**src/rtl/debug_dec_formatter.sv**
```systemverilog
// ============================================================================
// Module      : debug_dec_formatter
// Description : Converts a signed word to ASCII decimal characters with a
//               shift-add-3 engine. Optional macro: LEADING_ZERO_BLANK_EN.
// Revision    : 1.0 - initial release
// ============================================================================
`default_nettype none

module debug_dec_formatter #(
    parameter int DATA_W = 32,
    parameter int DIGITS = 10
) (
    input  logic              clk,
    input  logic              rst,
    input  logic              in_valid,
    output logic              in_ready,
    input  logic [DATA_W-1:0] in_data,
    output logic              out_valid,
    input  logic              out_ready,
    output logic [7:0]        out_char,
    output logic [3:0]        out_idx,
    output logic              out_last,
    output logic              busy
);

    localparam int c_cnt_w = $clog2(DATA_W);
    localparam int c_bcd_w = 4 * DIGITS;

    localparam logic [1:0] c_st_idle    = 2'd0;
    localparam logic [1:0] c_st_convert = 2'd1;
    localparam logic [1:0] c_st_emit    = 2'd2;

    localparam logic [c_cnt_w-1:0] c_cnt_last = c_cnt_w'(DATA_W - 1);
    localparam logic [3:0]         c_idx_last = 4'(DIGITS);

    logic [1:0]         r_state;
    logic [1:0]         w_state_nxt;
    logic               r_sign;
    logic [DATA_W-1:0]  r_mag;
    logic [c_bcd_w-1:0] r_bcd;
    logic [c_cnt_w-1:0] r_cnt;
    logic [3:0]         r_idx;

    logic [DATA_W-1:0]  w_mag;
    logic [c_bcd_w-1:0] w_bcd_adj;
    logic [7:0]         w_chars [0:DIGITS];

    // Most negative input negates to itself, which reads correctly as unsigned.
    assign w_mag = in_data[DATA_W-1] ? (~in_data + DATA_W'(1)) : in_data;

    for (genvar j = 0; j < DIGITS; j++) begin : g_adj
        assign w_bcd_adj[4*j +: 4] = (r_bcd[4*j +: 4] >= 4'd5) ?
                                     (r_bcd[4*j +: 4] + 4'd3) : r_bcd[4*j +: 4];
    end

    assign w_chars[0] = r_sign ? 8'h2D : 8'h2B;

`ifdef LEADING_ZERO_BLANK_EN
    // w_zero_above[j]: nibble j and every more significant nibble are zero.
    logic [DIGITS:0] w_zero_above;
    assign w_zero_above[DIGITS] = 1'b1;
    for (genvar j = 0; j < DIGITS; j++) begin : g_zero
        assign w_zero_above[j] = w_zero_above[j+1] & (r_bcd[4*j +: 4] == 4'd0);
    end
    for (genvar k = 1; k <= DIGITS; k++) begin : g_chr
        if (k < DIGITS) begin : g_blankable
            assign w_chars[k] = w_zero_above[DIGITS-k] ? 8'h20 :
                                {4'h3, r_bcd[4*(DIGITS-k) +: 4]};
        end else begin : g_units
            assign w_chars[k] = {4'h3, r_bcd[4*(DIGITS-k) +: 4]};
        end
    end
`else
    for (genvar k = 1; k <= DIGITS; k++) begin : g_chr
        assign w_chars[k] = {4'h3, r_bcd[4*(DIGITS-k) +: 4]};
    end
`endif

    always_ff @(posedge clk or posedge rst) begin
        if (rst) begin
            r_state <= c_st_idle;
        end else begin
            r_state <= w_state_nxt;
        end
    end

    always_comb begin
        w_state_nxt = r_state;
        case (r_state)
            c_st_idle:    if (in_valid)                         w_state_nxt = c_st_convert;
            c_st_convert: if (r_cnt == c_cnt_last)              w_state_nxt = c_st_emit;
            c_st_emit:    if (out_ready && r_idx == c_idx_last) w_state_nxt = c_st_idle;
            default:                                            w_state_nxt = c_st_idle;
        endcase
    end

    always_ff @(posedge clk or posedge rst) begin
        if (rst) begin
            r_sign <= 1'b0;
            r_mag  <= '0;
            r_bcd  <= '0;
            r_cnt  <= '0;
            r_idx  <= '0;
        end else begin
            case (r_state)
                c_st_idle: begin
                    if (in_valid) begin
                        r_sign <= in_data[DATA_W-1];
                        r_mag  <= w_mag;
                        r_bcd  <= '0;
                        r_cnt  <= '0;
                        r_idx  <= '0;
                    end
                end
                c_st_convert: begin
                    {r_bcd, r_mag} <= {w_bcd_adj, r_mag} << 1;
                    r_cnt          <= r_cnt + 1'b1;
                end
                c_st_emit: begin
                    if (out_ready) begin
                        r_idx <= (r_idx == c_idx_last) ? 4'd0 : r_idx + 4'd1;
                    end
                end
                default: ;
            endcase
        end
    end

    always_comb begin
        in_ready  = (r_state == c_st_idle);
        busy      = (r_state != c_st_idle);
        out_valid = (r_state == c_st_emit);
        out_idx   = out_valid ? r_idx : 4'd0;
        out_char  = out_valid ? w_chars[r_idx] : 8'h00;
        out_last  = out_valid && (r_idx == c_idx_last);
    end

endmodule

`default_nettype wire

```
**config.mk**
```make
export PLATFORM = sky130hd
export DESIGN_NAME = debug_dec_formatter
export DESIGN_NICKNAME = d
export VERILOG_FILES = /design/src/rtl/debug_dec_formatter.sv
export SDC_FILE = /design/constraint.sdc
export NUM_CORES = 1
export LEC_CHECK = 0
export CAP_MARGIN = 30
export CORE_MARGIN = 1.5
export CORE_UTILIZATION = 45
export CTS_CLUSTER_SIZE = 14
export DETAILED_ROUTE_END_ITERATION = 6
export DONT_BUFFER_PORTS = 1
export PLACE_DENSITY_LB_ADDON = 0.05
export SYNTH_ARGS = -nofsm -noshare
export SYNTH_HDL_FRONTEND = slang
export SYNTH_SLANG_ARGS = --single-unit
```
**constraint.sdc**
```tcl
create_clock -name clk -period 2.9 [get_ports clk]
set_clock_uncertainty 0.05 [all_clocks]
set_input_delay 0.58 -clock clk [delete_from_list [all_inputs] [get_ports clk]]
set_output_delay 0.58 -clock clk [all_outputs]
set_load 0.05 [all_outputs]
```
Word level (Yosys, flattened, before mapping)
Cells that the tools add are included.

cells by class
  $add $sub $neg = 13
  order comparisons = 11
  eq/ne operators = 8
  muxes and demuxes = 31
  bitwise logic cells = 2
  reductions and logical operators = 10

operator list
  kind                                                                   count
  40-bit one-hot mux with 2 select lines                                 1
  32-bit 2-to-1 mux                                                      2
  32-bit one-hot mux with 2 select lines                                 1
  4-bit 2-to-1 mux                                                       13
  4-bit by 3-bit >= comparator with 1-bit output, second input constant  10
  40-bit 2-to-1 mux                                                      1
  4-bit by 2-bit adder with 4-bit output, second input constant          9
  32-bit by 1-bit adder with 32-bit output, second input constant        1
  8-bit binary-select mux with 4-bit select                              1
  32-bit NOT                                                             1
  8-bit 2-to-1 mux                                                       3
  5-bit one-hot mux with 2 select lines                                  1
  4-bit one-hot mux with 2 select lines                                  1
  2-bit 2-to-1 mux                                                       3
  3-bit 2-to-1 mux                                                       2
  2-bit one-hot mux with 3 select lines                                  1
  3-bit AND reduction                                                    2
  2-bit nonzero test                                                     3
  5-bit by 1-bit adder with 5-bit output, second input constant          1
  5-bit == test, second input constant                                   1
  5-bit >= comparator, second input constant                             1
  5-bit 2-to-1 mux                                                       1
  4-bit NOT with 5-bit output                                            1
  4-bit by 1-bit adder with 4-bit output, second input constant          1
  9 further kinds                                                        13

word-level totals
  register bits = 84
  bits of input ports = 36
  output and inout port bits = 16
  logic and storage cells = 81

Longest topological paths before layout
Gate-level depths: netlist of the first run.

  depth in word-level cells = 5
  mapped depth = 7
  depth with buffers taken out = 7

Least setup slack after synthesis of the first run
OpenSTA, ideal clock, no wires.

  path type = register -> output
  start point = register r_idx[1]
  end point = output out_char[4]
  arrival = 2.547 ns
  data required time = 2.270 ns
  slack = -0.277 ns
  stages on the path, launching flop included = 8
  path buffers = 2
  path through = dfrtp_1 -> buf_1 -> clkbuf_1 -> nand2_1 -> ha_1 -> inv_1 -> a21oi_1 -> o41a_1

between the ends
  longest elaborated chain between the ends = 5

ends and longest elaborated chain
  item                                                 line  source
  from (decl)                                          42    logic [3:0] r_idx;
  from (signal assigned)                               121   r_idx <= (r_idx == c_idx_last) ? 4'd0 : r_idx + 4'd1;
  4-bit NOT with 5-bit output (implied by the code)    134   out_char = out_valid ? w_chars[r_idx] : 8'h00;
  8-bit binary-select mux with 4-bit select            134
  8-bit 2-to-1 mux (implied by the code) (2 in a row)  134
  8-bit 2-to-1 mux                                     134
  to (decl)                                            20    output logic [7:0] out_char,

No other way between the ends. The select of a mux whose other input is x is not followed.

Final worst setup path of the first run
  start point = register r_idx[1]
  end point = output out_char[2]

The elaborated chain is that of the path after synthesis.

==> results.md, run 1 <==
- Vias in the first global route: 4497
- Critical R2R Launch: r_state[0]
- Synth warnings: 0
- Power Dens Cells: 904.2 mW/mm^2
- Routed WL: about 14000 um
- Status: complete, no violations
- CTS root buf: clkbuf_16
- Via/cell ratio: roughly 5.8
- Maximum Capacitance Violations: 0
- H-tree depth: 3
- Largest net degree at the start of global routing: about 50
- Required @ worst endpoint: between 2 and 2.5 ns
- Wire per inst: about 17 um
- Num Clock Sinks: between 80 and 90
- Reg2Reg Capture Point: r_idx[3]
- CP Class: flop to primary output
- Final min period: between 2 and 3 ns
- Max incr delay on CP: 0.56 ns
- Die Ht: 114.9 um
- Unrepaired setup endpoints after global routing: false
- Max clock buf depth: 2
- Row Count: 40
- Static Leak: between 2 and 3 nW
- Most frequent cells in the layout: dfrtp_1, o21ai_0, a21oi_1
- Post-detailed-route count of antenna-violating nets: 0
- Ratio of final minimum period to clock period: 0.9108
- R2r setup slk: between 0.6 and 0.7 ns
- Hold slack: 0.1956 ns
- EDFF count, synth: 0
- Final Util: 0.5115
- Mean Syn Cell Area: 9.256 um^2
- Register area share after synthesis: 0.3729
- Number of DRC markers in iteration 0: 243
- Post-CTS Hold Buffers: 0
- CP Data Arrival Time: roughly 2.0 ns
- Top delay family on crit path: flip-flops
- Yosys reg bits: 84
- Slew margin rel.: 0.4558
- Setup TNS: 0 ns
- Core area: ~0.012 mm^2
- R2r worst-path depth: 6
- Crit path max fanout: 16
- Initial Util: 0.4654
- Slew @ Worst Pin: around 0.82 ns
- Final hold vios: 0
- # setup viols final: 0
- Worst VDD drop: 330.2 uV
- CTS buffer count: 9
- Reg clk slew, reported paths: 0.06 ns
- HPWL Detailed: 9396 um
- Slew Limit Fails: 0
- Asr flop ratio synth: 1.000
- CP endpoint kind: primary output
- Final #Nets: roughly 670
- Syn-to-layout area delta: 9.900%
- Die ar.: 0.01321 mm^2
- Gr ovfl total: 0
- Post-Synthesis Cell Area: between 0.005 and 0.006 mm^2
- Post-placement cell area: approximately 0.0059 mm^2
- GR Util All Layers: 0.2231
- Port Buffers: 0
- Final instance area: around 0.0062 mm^2
- Ys flop type: dfrtp_1
- DRC violation count after routing: 0
- Via count: between 4000 and 5000
- Fraction of final layout cells sized beyond drive strength 1: 0.1227
- FMAX: around 380 MHz
- CP max stage cell: dfrtp_2
- Initial DRT Pass Iterations: 4
- Die Span X: 114.9 um
- Placer Congestion: approximately 0.77
- Commonest non-fill, non-tap cell in the layout: dfrtp_1
- Critical path cell sequence: mux4_2 -> o211ai_1 -> a21oi_1 -> buf_4
- Antenna fix cells: 0
- CTS tree: done
- Num ports: 52
- Gate Count Post-Synth: about 610
- Hold Path Class: primary input to asynchronous set/reset pin
- Startpoint types: flop
- Clk_lat worst skew: approximately 0.35 ns
- CP bufs+invs: 1
- First-pass GRT wire length: between 20000 and 25000 um
- Initial antenna violation count: 0
- Post-synth cell types: 57
-- final cells by class --
type                            instances  area [um^2]
Clock buffer                           12        266.5
Clock inverter                          4        22.52
Fill cell                            1196         5917
Inverter                               30        113.9
Multi-Input combinational cell        456         3264
Sequential cell                        84         2105
Tap cell                              168        210.2
Timing Repair Buffer                   25        212.7
-- logic make-up after synthesis --
group | Yosys count | synth area share
muxes | 27 | 0.06127
adders and majority gates | 24 | 0.05327
buffers and inverters | 70 | 0.05150
AOI/OAI and AO/OA | 201 | 0.2300
xor gates and xnor gates | 31 | 0.04817
and+or+nand+nor | 171 | 0.1822
DFF | 84 | 0.3729
other | 1 | 0.0006653
-- layer usage --
metal / GRT usage / part of all wire / routed length (um) / vias to the layer above
li1: - / - / - / 2207
met1: 0.3005 / 0.46 / 6240 / 2180
met5: 0 / 0 / 0 / -
met4: 0.09136 / 0.013 / 180 / 0
met2: 0.3556 / 0.48 / 6513 / 92
met3: 0.04164 / 0.050 / 685 / 10
-- state kept, by name, indices dropped and copies added, names as in the netlist --
name and count:
r_bcd 40, r_cnt 5, r_idx 4, r_mag 32, r_sign 1, r_state 2
-- power by group --
part / internal [mW] / switching, mW / total (mW)
clock: 0.646 / 0.478 / 1.12
combinational: 1.00 / 1.27 / 2.27
sequential: 1.68 / 0.519 / 2.20
total: 3.33 / 2.27 / 5.60
-- how the worst max path moves through the flow --
stage              from     endpoint  cells after the start
2_1_floorplan  r_idx[1]  out_char[4]                      7
3_3_place_gp   r_idx[1]  out_char[2]                      4
3_5_place_dp   r_idx[1]  out_char[2]                      4
4_1_cts        r_idx[1]  out_char[2]                      4
5_1_grt        r_idx[0]  out_char[1]                      6
6_report       r_idx[1]  out_char[2]                      4
-- metrics by stage --
step / setup slack, ns / power (mW) / instances
final: 0.2587 / 5.601 / 779
after global routing: 0.1564 / 6.103 / 779
after CTS: 0.07846 / 5.654 / 779
after detailed placement: 0.4555 / 4.510 / 763
after global placement: 0.4907 / 4.435 / 763
after floorplan: 0.02989 / 3.921 / 610
-- what timing repair did --
| action | CTS | global route |
|---|---|---|
| gates resized for setup | 0 | 2 |
| setup endpoints to repair | 0 | 2 |
| setup buffers | 0 | 0 |
-- cell usage after synthesis (4+ instances only) --
cell type / n / area (um^2)
buf_1: 6 / 22.52
o21ai_1: 14 / 70.07
a32o_1: 10 / 100.1
o31ai_1: 21 / 157.7
nand3_1: 37 / 185.2
nor3b_1: 5 / 37.54
nor2b_1: 17 / 106.4
nor3_1: 9 / 45.04
a21oi_1: 47 / 235.2
nand2_1: 28 / 105.1
mux2i_1: 21 / 210.2
xor2_1: 20 / 175.2
nand2b_1: 13 / 81.33
o211ai_1: 6 / 45.04
nor2_1: 26 / 97.59
or3_1: 4 / 25.02
nor4_2: 4 / 50.05
inv_1: 30 / 112.6
and3_1: 5 / 31.28
a22oi_1: 13 / 97.59
mux4_2: 6 / 135.1
ha_1: 24 / 300.3
o21ai_0: 65 / 325.3
xnor2_1: 11 / 96.34
clkbuf_1: 28 / 105.1
dfrtp_1: 84 / 2102
a22o_1: 12 / 105.1
Note: power is estimated with default switching activity, not from simulation.
==> run 2: changes to the inputs <==
--- a/config.mk
+++ b/config.mk
@@ -11,7 +11,7 @@
 export CTS_CLUSTER_SIZE = 14
 export DETAILED_ROUTE_END_ITERATION = 6
 export DONT_BUFFER_PORTS = 1
-export PLACE_DENSITY_LB_ADDON = 0.05
+export SLEW_MARGIN = 25
 export SYNTH_ARGS = -nofsm -noshare
 export SYNTH_HDL_FRONTEND = slang
 export SYNTH_SLANG_ARGS = --single-unit
==> run 2 against run 1 <==
  * Design area rose by 0.99%
  * Combinational power barely moved
  * Flip-flop and latch count did not move
  * Power rose by 3.4%
==> results.md, run 2 (synthesis results as in run 1) <==
- Status: complete, no violations
- Core area: 0.01211 mm^2 (unchanged)
- Syn-to-layout area delta: 10.99%
- Max incr delay on CP: 0.75 ns (+0.19 ns)
- Reg clk slew, reported paths: 0.06 ns (about the same)
- CP startpoint: r_idx[1]
- First-pass GRT wire length: 22650 um (-1.5%)
- Final min period: 2.762 ns (+0.1204 ns)
- Setup TNS: 0 ns (unchanged)
- Vias in the first global route: 4461 (-0.80%)
- Crit path max fanout: 15 (-1)
- Largest register by flop count: r_bcd
- DRC violation count after routing: 0 (unchanged)
- Die Ht: 114.9 um (unchanged)
- Num Clock Sinks: 84 (unchanged)
- Pre-CTS setup slack: 0.4762 ns (+0.02063 ns)
- Final #Nets: 668 (+0.30%)
- HPWL Detailed: 9468 um (+0.77%)
- Ratio of final minimum period to clock period: 0.9523 (+0.04153)
- Final hold vios: 0 (unchanged)
- Tot Pwr: 5.793 mW (+3.4%)
- Antenna fix cells: 0 (unchanged)
- Maximum Capacitance Violations: 0 (unchanged)
- Reg2Reg Capture Point: r_bcd[3]
- Num ports: 52 (unchanged)
- Placer Congestion: 0.8253 (+6.6%)
- Startpoint types: flop
- Commonest non-fill, non-tap cell in the layout: dfrtp_1
- Slew Limit Fails: 0 (unchanged)
- Slew margin rel.: 0.4613 (+0.005485)
- Non-filler cells, final: 781 (+0.26%)
- FMAX: 362.1 MHz (-4.4%)
- H-tree depth: 3 (unchanged)
- Gr ovfl total: 0 (unchanged)
- Critical R2R Launch: r_state[1]
- Via/cell ratio: 5.841 (+1.4%)
- Fraction of final layout cells sized beyond drive strength 1: 0.1240 (+0.001231)
- Via count: 4562 (+1.6%)
- Post-detailed-route count of antenna-violating nets: 0 (unchanged)
- Routed WL: 13760 um (+1.0%)
- Max clock buf depth: 2 (unchanged)
- Worst VDD drop: 461.4 uV (+40%)
- Required @ worst endpoint: 2.27 ns (about the same)
- CTS root buf: clkbuf_16
- Most frequent cells in the layout: dfrtp_1, o21ai_0, a21oi_1
- R2r setup slk: 0.69 ns (about the same)
- Initial Util: 0.4654 (unchanged)
- Number of DRC markers in iteration 0: 337 (+39%)
- CP Data Arrival Time: 2.13 ns (+0.12 ns)
- Post-placement cell area: 0.005918 mm^2 (+0.25%)
- Slew @ Worst Pin: 0.8080 ns (-0.007280 ns)
- Largest register FFs: 40 (unchanged)
- Fill cell count: 1149 (-3.9%)
- Initial DRT Pass Iterations: 5 (+1)
- CP max stage cell: dfrtp_1
- Hold Path Class: primary input to asynchronous set/reset pin
- Post-CTS Setup Inserts: 0 (unchanged)
- # setup viols final: 0 (unchanged)
- Die Span X: 114.9 um (unchanged)
- Wire per inst: 17.62 um (+0.75%)
- Port Buffers: 0 (unchanged)
- Initial antenna violation count: 0 (unchanged)
- Slack of the critical path: 0.1383 ns (-0.1204 ns)
- CTS tree: done
- Row Count: 40 (unchanged)
- Power Dens Cells: 926.1 mW/mm^2 (+2.4%)
- R2r worst-path depth: 4 (-2)
- Top flop regs: r_bcd (40), r_mag (32), r_cnt (5)
- Unrepaired setup endpoints after global routing: false
- CP endpoint kind: primary output
- Final instance area: 0.006256 mm^2 (+0.99%)
- Hold slack: 0.07664 ns (-0.1190 ns)
- CP Class: flop to primary output
- GR Util All Layers: 0.2171 (-0.006034)
- Placed cell count: 765 (+0.26%)
- Final Util: 0.5165 (+0.005062)
- CTS buffer count: 9 (unchanged)
- Clk_lat worst skew: 0.34 ns (about the same)
- Largest net degree at the start of global routing: 60 (+22%)
- Die ar.: 0.01321 mm^2 (unchanged)
- Critical path cell sequence: mux4_2 -> o211ai_1 -> a21oi_1 -> buf_4
- Static Leak: 2.599 nW (+1.3%)
[run 2: cell count changes in the layout (fill, tap and decap cells not counted)]
cell	before	now
dfrtp_2	2	1
buf_4	23	25
bufinv_16	0	2
clkinvlp_4	1	0
clkinv_2	4	3
dfrtp_1	82	83
[run 2: per-layer routing]
metal	up-vias	share of wire	routed length [um]	track usage
li1	2219	-	-	-
met1	2229	0.46	6334	0.2889
met2	106	0.47	6443	0.3488
met3	8	0.063	864	0.06642
met4	0	0.0084	115	0.05021
met5	-	0	0	0
[run 2: power by group]
group / switching [mW] / internal, mW
sequential: 0.514 / 1.68
combinational: 1.30 / 1.01
clock: 0.470 / 0.822
[run 2: final cells by class]
type | count | area [um^2] | area share
sequential | 84 | 2103 | 0.3362
timing repair buffer | 27 | 227.7 | 0.03640
clock inverter | 4 | 70.07 | 0.01120
tap | 168 | 210.2 | 0.03360
inverter | 30 | 113.9 | 0.01820
multi-input combinational | 456 | 3264 | 0.5218
clock buffer | 12 | 266.5 | 0.04260
[run 2: worst max-delay path by stage]
stage          slack, ns           to  cells past startpoint
2_1_floorplan       0.03  out_char[4]                      7
3_3_place_gp        0.51    r_mag[28]                      5
3_5_place_dp        0.48    r_mag[28]                      5
4_1_cts             0.14  out_char[2]                      4
5_1_grt             0.06  out_char[2]                      4
6_report            0.14  out_char[2]                      4
[run 2: timing repair]
action,in CTS,in global routing
hold buffers,0,0
resized for setup,0,1
setup endpoints to repair,0,4
[run 2: critical path, delay by kind of cell, from the launching register on]
kind,cells,cell delay [ns]
flops,1,0.75
mux,1,0.57
compound gates,2,0.27
buf+inv,1,0.19
==> run 3: changes to the inputs <==
--- a/config.mk
+++ b/config.mk
@@ -6,11 +6,12 @@
 export NUM_CORES = 1
 export LEC_CHECK = 0
 export CAP_MARGIN = 30
-export CORE_MARGIN = 1.5
+export CORE_MARGIN = 5
 export CORE_UTILIZATION = 45
 export CTS_CLUSTER_SIZE = 14
 export DETAILED_ROUTE_END_ITERATION = 6
 export DONT_BUFFER_PORTS = 1
+export PLACE_DENSITY = 0.59
 export SLEW_MARGIN = 25
 export SYNTH_ARGS = -nofsm -noshare
 export SYNTH_HDL_FRONTEND = slang
==> run 3 against run 2 <==
  * Non-clock buffer count unchanged
  * Worst setup slack better by 0.061 ns
  * First-iteration DRC count is 4.7% lower
  * Clock-buffer cell count rose by 2
  * Critical path depth unchanged
  * Worst hold slack better by 0.038 ns
  * Combinational power barely moved
  * Sequential share of layout area up 0.53 points
  * Largest cell class unchanged
==> results.md, run 3 (synthesis results as in run 1) <==
- R2r setup slk: 0.74 ns (+0.05 ns)
- Setup TNS: 0 ns (unchanged)
- Largest register FFs: 40 (unchanged)
- Static Leak: 2.552 nW (-1.8%)
- Post-CTS Hold Buffers: 0 (unchanged)
- Post-CTS Setup Inserts: 0 (unchanged)
- Pre-CTS setup slack: 0.4598 ns (-0.01632 ns)
- Slew Limit Fails: 0 (unchanged)
- Initial Util: 0.4635 (-0.001915)
- Unrepaired setup endpoints after global routing: false
- Num ports: 52 (unchanged)
- DRC violation count after routing: 0 (unchanged)
- R2r worst-path depth: 4 (unchanged)
- Gr ovfl total: 0 (unchanged)
- GR Layer Usage met2: 0.3056 (-0.04322)
- Initial antenna violation count: 0 (unchanged)
- Top flop regs: r_bcd (40), r_mag (32), r_cnt (5)
- CP Data Arrival Time: 2.07 ns (-0.06 ns)
- Die Span X: 121.9 um (+6.1%)
- Slew margin rel.: 0.4664 (+0.005099)
- Final #Nets: 668 (unchanged)
- Fraction of final layout cells sized beyond drive strength 1: 0.1175 (-0.006525)
- Status: complete, no violations
- Crit path max fanout: 11 (-4)
- CTS tree: done
- Commonest non-fill, non-tap cell in the layout: dfrtp_1
- Final min period: 2.701 ns (-0.06107 ns)
- Routing usage on met3: 0.05292 (-0.01350)
- Die Ht: 121.9 um (+6.1%)
- Placer Congestion: 0.8622 (+4.5%)
- Required @ worst endpoint: 2.27 ns (about the same)
- Max clock buf depth: 2 (unchanged)
- Number of DRC markers in iteration 0: 321 (-4.7%)
- Clk_lat worst skew: 0.34 ns (about the same)
- Num Clock Sinks: 84 (unchanged)
- Via/cell ratio: 5.822 (-0.33%)
- Core area: 0.01216 mm^2 (+0.41%)
- Reg clk slew, reported paths: 0.06 ns (about the same)
- Syn-to-layout area delta: 9.256%
- Power Dens Cells: 897.3 mW/mm^2 (-3.1%)
- Worst VDD drop: 376.3 uV (-18%)
- CP Class: flop to primary output
- Hold Path Class: primary input to asynchronous set/reset pin
- CTS root buf: clkbuf_16
- CP endpoint kind: primary output
- HPWL Detailed: 9364 um (-1.1%)
- CTS buffer count: 9 (unchanged)
- Maximum Capacitance Violations: 0 (unchanged)
- Reg2Reg Capture Point: r_bcd[19]
- Slew @ Worst Pin: 0.8004 ns (-0.007648 ns)
- Vias in the first global route: 4482 (+0.47%)
- Final hold vios: 0 (unchanged)
- First-pass GRT wire length: 22540 um (-0.49%)
- Row Count: 40 (unchanged)
- Routed WL: 13360 um (-2.9%)
- Initial DRT Pass Iterations: 5 (unchanged)
- # setup viols final: 0 (unchanged)
- Post-detailed-route count of antenna-violating nets: 0 (unchanged)
- Port Buffers: 0 (unchanged)
- Critical R2R Launch: r_state[0]
- Startpoint types: flop
- GR peak layer: met2
- Via count: 4547 (-0.33%)
- Die ar.: 0.01486 mm^2 (+13%)
- Ratio of final minimum period to clock period: 0.9313 (-0.02106)
- Slack of the critical path: 0.1993 ns (+0.06107 ns)
- FMAX: 370.3 MHz (+2.3%)
- Antenna fix cells: 0 (unchanged)
- Met1 usage: 0.2488 (-0.04009)
- Most frequent cells in the layout: dfrtp_1, o21ai_0, a21oi_1
- GR Util All Layers: 0.1889 (-0.02817)
- Largest net degree at the start of global routing: 49 (-18%)
- Wire per inst: 17.11 um (-2.9%)
- Largest register by flop count: r_bcd
- H-tree depth: 3 (unchanged)
-- run 3: cell count changes in the layout (fill, tap and decap cells not counted), sizes merged --
cell	delta
clkbuf	+2
bufinv	-2
-- run 3: metal layers --
layer / vias to the layer above / wire, um
met3: 12 / 692
met2: 85 / 6329
li1: 2222 / -
met5: - / 0
met4: 0 / 148
met1: 2228 / 6194
-- run 3: worst max path at each step --
stage | from | to | cells past startpoint
after floorplan | r_idx[1] | out_char[4] | 7
after global placement | in_data[18] | r_mag[28] | 5
after detailed placement | in_data[18] | r_mag[24] | 5
after CTS | r_idx[0] | out_char[2] | 6
after global routing | r_idx[1] | out_char[2] | 6
final | r_idx[1] | out_char[2] | 4
-- run 3: area by class of cell --
| type | instances | area (um^2) |
|---|---|---|
| repair buffers | 27 | 202.7 |
| fillers | 1160 | 6003 |
| inverters | 30 | 113.9 |
| clock buffers | 14 | 254.0 |
| multi-input cells | 456 | 3264 |
| clock inverters | 2 | 10.01 |
| well taps | 168 | 210.2 |
| flip-flops and latches | 84 | 2103 |
-- run 3: where the power goes --
part / internal [mW] / leakage (nW) / switching, mW
clock network: 0.602 / 0.131 / 0.453
logic: 1.01 / 1.36 / 1.28
registers: 1.69 / 1.06 / 0.498
total: 3.30 / 2.55 / 2.23
-- run 3: metrics by stage --
stage | power, mW | area (um^2) | std cells | hold WS [ns] | util
finish | 5.526 | 6158 | 781 | 0.1151 | 0.5064
global route | 6.030 | 6158 | 781 | 0.1698 | 0.5064
CTS | 5.578 | 6157 | 781 | 0.1322 | 0.5063
detailed placement | 4.495 | 5893 | 765 | 0.4223 | 0.4846
global placement | 4.396 | 5893 | 765 | 0.4095 | 0.4846
floorplan | 3.921 | 5644 | 610 | 0.3988 | -
-- run 3: repair_timing --
| item | 4_1_cts | 5_1_grt |
|---|---|---|
| hold endpoints to repair | 0 | 0 |
| resized for setup | 0 | 1 |
| endpoints found under the setup margin | 0 | 4 |
-- run 3: critical path, cell delays in order, from the launching register on --
cell      delay, ns
dfrtp_1        0.66
mux4_2         0.57
o211ai_1       0.18
a21oi_1        0.10
buf_4          0.21
